File: config.mk
export PLATFORM = sky130hd
export DESIGN_NAME = vga_timing_gen
export DESIGN_NICKNAME = d
export VERILOG_FILES = /design/src/rtl/vga_timing_gen.sv
export SDC_FILE = /design/constraint.sdc
export NUM_CORES = 1
export LEC_CHECK = 0
export ABC_AREA = 1
export ABC_CLOCK_PERIOD_IN_PS = 1950
export BUFFER_PORTS_ARGS = -buffer_cell sky130_fd_sc_hd__buf_2
export CORE_MARGIN = 3
export CORE_UTILIZATION = 50
export DETAILED_ROUTE_END_ITERATION = 7
export PLACE_DENSITY_LB_ADDON = 0.3
export SETUP_SLACK_MARGIN = 0.1
export SYNTH_ARGS = -nofsm -noshare
export SYNTH_HDL_FRONTEND = slang
export SYNTH_SLANG_ARGS = --single-unit
File: constraint.sdc
create_clock -name clk -period 1.95 [get_ports clk]
set_clock_uncertainty 0.05 [all_clocks]
set_input_delay 0.39 -clock clk [delete_from_list [all_inputs] [get_ports clk]]
set_output_delay 0.39 -clock clk [all_outputs]
set_load 0.02 [all_outputs]
File: src/rtl/vga_timing_gen.sv
// vga_timing_gen: free-running VGA raster timing generator (640x480@60 by default).
// Ports: clk/rst_n in; hpos/vpos raster position; hsync/vsync, display_on,
//   line_start, frame_start decodes; frame_no frame index. All outputs registered and aligned.
// Latency: decodes are loaded from the next-state counters, so they always describe
//   the hpos/vpos presented in the same cycle. No handshake; the block never stalls.
module vga_timing_gen #(
   parameter int H_DISPLAY  = 640,
   parameter int H_FRONT    = 16,
   parameter int H_SYNC     = 96,
   parameter int H_BACK     = 48,
   parameter int V_DISPLAY  = 480,
   parameter int V_FRONT    = 10,
   parameter int V_SYNC     = 2,
   parameter int V_BACK     = 33,
   parameter bit H_SYNC_POL = 1'b0,
   parameter bit V_SYNC_POL = 1'b0,
   parameter int FRAME_BITS = 9
) (
   input  logic                  clk,
   input  logic                  rst_n,
   output logic [9:0]            hpos,
   output logic [9:0]            vpos,
   output logic                  hsync,
   output logic                  vsync,
   output logic                  display_on,
   output logic                  line_start,
   output logic                  frame_start,
   output logic [FRAME_BITS-1:0] frame_no
);

   // Both totals must not exceed 1024 so the 10-bit counters can hold them.
   localparam int H_TOTAL = H_DISPLAY + H_FRONT + H_SYNC + H_BACK;
   localparam int V_TOTAL = V_DISPLAY + V_FRONT + V_SYNC + V_BACK;

   localparam logic [9:0] H_LAST = 10'(H_TOTAL - 1);
   localparam logic [9:0] V_LAST = 10'(V_TOTAL - 1);

   // Window bounds compared at 11 bits: a sync window ending exactly at 1024
   // (zero back porch) must not wrap to 0.
   localparam logic [10:0] H_DISP_END   = 11'(H_DISPLAY);
   localparam logic [10:0] H_SYNC_START = 11'(H_DISPLAY + H_FRONT);
   localparam logic [10:0] H_SYNC_END   = 11'(H_DISPLAY + H_FRONT + H_SYNC);
   localparam logic [10:0] V_DISP_END   = 11'(V_DISPLAY);
   localparam logic [10:0] V_SYNC_START = 11'(V_DISPLAY + V_FRONT);
   localparam logic [10:0] V_SYNC_END   = 11'(V_DISPLAY + V_FRONT + V_SYNC);

   localparam logic [FRAME_BITS-1:0] FRAME_ONE = FRAME_BITS'(1);

   logic [9:0]  h_nxt;
   logic [9:0]  v_nxt;
   logic [10:0] h_ext;
   logic [10:0] v_ext;
   logic        hs_act_nxt;
   logic        vs_act_nxt;
   logic        de_nxt;
   logic        ls_nxt;
   logic        fs_nxt;

   // Next raster position; the reset state (last position) makes the first
   // edge after release land on (0,0) through the ordinary wrap path.
   always_comb begin
      h_nxt = hpos + 10'd1;
      v_nxt = vpos;
      if (hpos == H_LAST) begin
         h_nxt = 10'd0;
         v_nxt = (vpos == V_LAST) ? 10'd0 : vpos + 10'd1;
      end
   end

   assign h_ext      = {1'b0, h_nxt};
   assign v_ext      = {1'b0, v_nxt};
   assign hs_act_nxt = (h_ext >= H_SYNC_START) && (h_ext < H_SYNC_END);
   assign vs_act_nxt = (v_ext >= V_SYNC_START) && (v_ext < V_SYNC_END);
   assign de_nxt     = (h_ext < H_DISP_END) && (v_ext < V_DISP_END);
   assign ls_nxt     = (h_nxt == 10'd0);
   assign fs_nxt     = (h_nxt == 10'd0) && (v_nxt == 10'd0);

   always_ff @(posedge clk or negedge rst_n) begin
      if (!rst_n) begin
         hpos        <= H_LAST;
         vpos        <= V_LAST;
         hsync       <= ~H_SYNC_POL;
         vsync       <= ~V_SYNC_POL;
         display_on  <= 1'b0;
         line_start  <= 1'b0;
         frame_start <= 1'b0;
         frame_no    <= '1;     // first frame_start rolls this over to frame 0
      end else begin
         hpos        <= h_nxt;
         vpos        <= v_nxt;
         hsync       <= hs_act_nxt ? H_SYNC_POL : ~H_SYNC_POL;
         vsync       <= vs_act_nxt ? V_SYNC_POL : ~V_SYNC_POL;
         display_on  <= de_nxt;
         line_start  <= ls_nxt;
         frame_start <= fs_nxt;
         if (fs_nxt) begin
            frame_no <= frame_no + FRAME_ONE;
         end
      end
   end

endmodule

==> metrics.md <==
| Metric | Value |
|---|---|
| Outcome | finished with violations |
| Violated checks | setup timing |
| Share of the synthesized area in the top cell type | 0.266 |
| Mux contribution to synthesized area | 0 |
| Core ar. | ~3800 um2 |
| Psw | between 200 and 250 uW |
| CP Max Fanout | 10 |
| Reg area | slightly below 900 um2 |
| Initial drt markers | between 200 and 250 |
| Final slew viol count | 0 |
| Post-synth top cells | nand2_1, inv_1, nor2_1 |
| Global route overflow | 0 |
| WL/cell | around 13 um |
| Gate power share | 0.009 |
| P&R area growth vs syn | 36.8% |
| RSZ-0062 raised after global routing | true |
| Adder-cell share of the synthesized area | 0.0302 |
| Cell accounting for the most synthesized area | dfstp_2 |
| Area of the multi-input gates | 1120 um2 |
| Antenna-violating nets left | 0 |
| Post-synth cell types | 28 |
| R2R Path Start | hpos[0]$_DFF_PN1_ |
| Clock-pin slew on the worst setup and hold paths | roughly 70 ps |
| Sequential Power Share | 0.472 |
| Total track usage | 0.224 |
| Register area share after synthesis | 0.423 |
| Final worst slack | -207 ps |
| CP Launch Point | hpos[0]$_DFF_PN1_ |
| # port buffers | 35 |
| Root buffer cell | clkbuf_8 |
| Fin crit period | between 2000 and 2500 ps |
| Startpoint types | register |
| Clock Sinks | 34 |
| Max Cap Violations | 0 |
| Setup violators final | 13 |
| Clock buffer count from CTS | 5 |
| Die width | approximately 70 um |
| Sw frac | 0.164 |
| Synthesis Warnings | 0 |
| DR pass1 iterations | 4 |
| Main combinational cell family by area after synthesis | simple AND/OR/NAND/NOR gates |
| Relative slew slack | 0.523 |
| Mapped Area | 2070 um2 |
| Vias | 2,075 |
| Global placement routability congestion | around 0.9 |
| Post-synthesis xor/xnor area fraction | 0.0380 |
| Worst-Margin Slew | between 700 and 800 ps |
| Wirelength, routed | 5.22 mm |
| Clock power frac | 0.519 |
| Power Dens Cells | between 500 and 600 nW/um2 |
| Vias in the first global route | slightly below 2,000 |
| Total power | between 1000 and 1500 uW |
| Synth top area cells | dfstp_2, dfrtp_1, nand2_1 |
| Row cnt | 22 |
| Via density | 5.25 |
| EDFF count, synth | 0 |
| Post-Synthesis Cells | about 270 |
| Synth Area in Simple Gates | 0.403 |
| Share of cells above drive strength 1 | 0.421 |
| I/O pins | 36 |
| Die Ht | between 70 and 80 um |
| Critical path required time | 2110 ps |
| Antenna violations before repair | 0 |
| Worst hold slack | 116 ps |
| Detail Placement HPWL | 3.70 mm |
| Yosys reg bits | 34 |
| Syn_nets | between 200 and 300 |
| Min-Delay Path Class | input pin to asynchronous set/reset pin |
| Post-Route Setup TNS | -2070 ps |
| Max rail drop VDD | ~0.00056 V |
| Async set-reset flop share out of synthesis | 1.00 |
| DIE AREA | 4960 um2 |
| First-pass GRT wire length | approximately 9 mm |
| Critical path type | register to register |
| Setup crit end kind | register |
| Largest net degree at the start of global routing | 35 |
| Final Hold Viols | 0 |
| Hold-fix buffers, CTS | 0 |
| Cell with the most instances after synthesis | nand2_1 |
| Final Cycle Share | 1.11 |
| Fin nets | between 300 and 400 |
| Post-synthesis average cell area | between 7 and 8 um2 |
| Peak Freq | 0.464 GHz |
| Power Internal | 1250 uW |
| CTS tree | done |
| CP arrival | approximately 2300 ps |
| DRC | 0 |
| Final core occ | 0.741 |
| Clock buffer depth | 2 |
| Diodes inserted | 0 |
| Clock Latency Late Sink | between 200 and 300 ps |
| Top FF cell, synth | dfstp_2 |
| H-tree levels | 2 |
| Compound-Gate Fraction of Synth Area | 0.0272 |
| Lkg Pwr | 0.00148 uW |
| Initial Util | 0.542 |
| Fillers | roughly 280 |
power groups by stage:
stage               sequential, uW  combinational, uW  clock (uW)
detailed placement             719               14.2           0
global placement               719               14.0           0
CTS                            708               14.1         796
finish                         708               13.2         779
global route                   707               15.5         826
floorplan                      719           0.000634           0
timing repair:
action                     CTS  global route
pin swaps                    4             3
setup buffers                3             1
gates cloned                 1             0
setup endpoints to repair   14            16
resized for setup           22             7
cells in the final DEF (no fill, tap or decap), drive strengths merged:
| cell | instances |
|---|---|
| nand3 | 25 |
| nor3 | 4 |
| nor2 | 36 |
| ha | 5 |
| inv | 35 |
| nand4 | 20 |
| o21ai | 9 |
| bufinv | 2 |
| nand3b | 1 |
| xor2 | 6 |
| nand2 | 86 |
| o21bai | 1 |
| clkbuf | 6 |
| buf | 73 |
| clkinv | 1 |
| dfrtp | 13 |
| dfstp | 21 |
| xnor2 | 3 |
worst max-delay path: stages (launching register included):
cell and delay [ps]:
dfstp_2 550, ha_4 160, nand2_4 50, nor2_4 170, nand4_4 180, nand3_2 130, nand2_2 60, nor2_2 110
nand2_2 90, nor2_4 200, nand3_4 170, nand2_1 100, nand2_1 60
per-stage QoR:
stage	setup WS (ps)	cell area, um2	cells
2_1_floorplan	-166	2100	269
3_3_place_gp	-166	2570	383
3_5_place_dp	-198	2570	383
4_1_cts	-144	2810	395
5_1_grt	-336	2840	395
6_report	-207	2840	395
layer usage:
metal / track usage / wire [um] / vias up
met2: 0.375 / 2630 / 72
met1: 0.295 / 2200 / 984
met5: 0 / 0 / -
met3: 0.0460 / 316 / 8
li1: - / - / 1011
met4: 0.0553 / 74 / 0
sequential cells by signal, indices dropped and copies added, names as in the netlist:
name         count
vsync            1
frame_start      1
line_start       1
hpos            10
vpos            10
hsync            1
frame_no         9
display_on       1
area by class of cell:
cell class | instances | share of cell area
clock inverter | 2 | 0.0212
tap | 48 | 0.0212
inverter | 36 | 0.0481
sequential | 34 | 0.309
multi-input combinational | 196 | 0.396
clock buffer | 6 | 0.0291
timing repair buffer | 73 | 0.175
kinds of logic after synthesis:
logic type / Yosys count
XOR/XNOR: 9
buffers and inverters: 40
AO/OA/AOI/OAI: 10
AND/OR/NAND/NOR: 171
adder cells (fa/ha/maj): 5
flip-flops: 34
path summary, 6_finish.rpt:
kind	cells past startpoint	slack, ps	to
worst max-delay path	12	-210	frame_no[8]$_DFFE_PN1P_
min in group clk	2	450	frame_no[7]$_DFFE_PN1P_
worst min register to register	2	450	frame_no[7]$_DFFE_PN1P_
worst max register to register	12	-210	frame_no[8]$_DFFE_PN1P_
worst min-delay path	1	120	display_on$_DFF_PN0_
max in group asynchronous	1	1280	line_start$_DFF_PN0_
No activity file was read; power rests on OpenSTA's default activity.
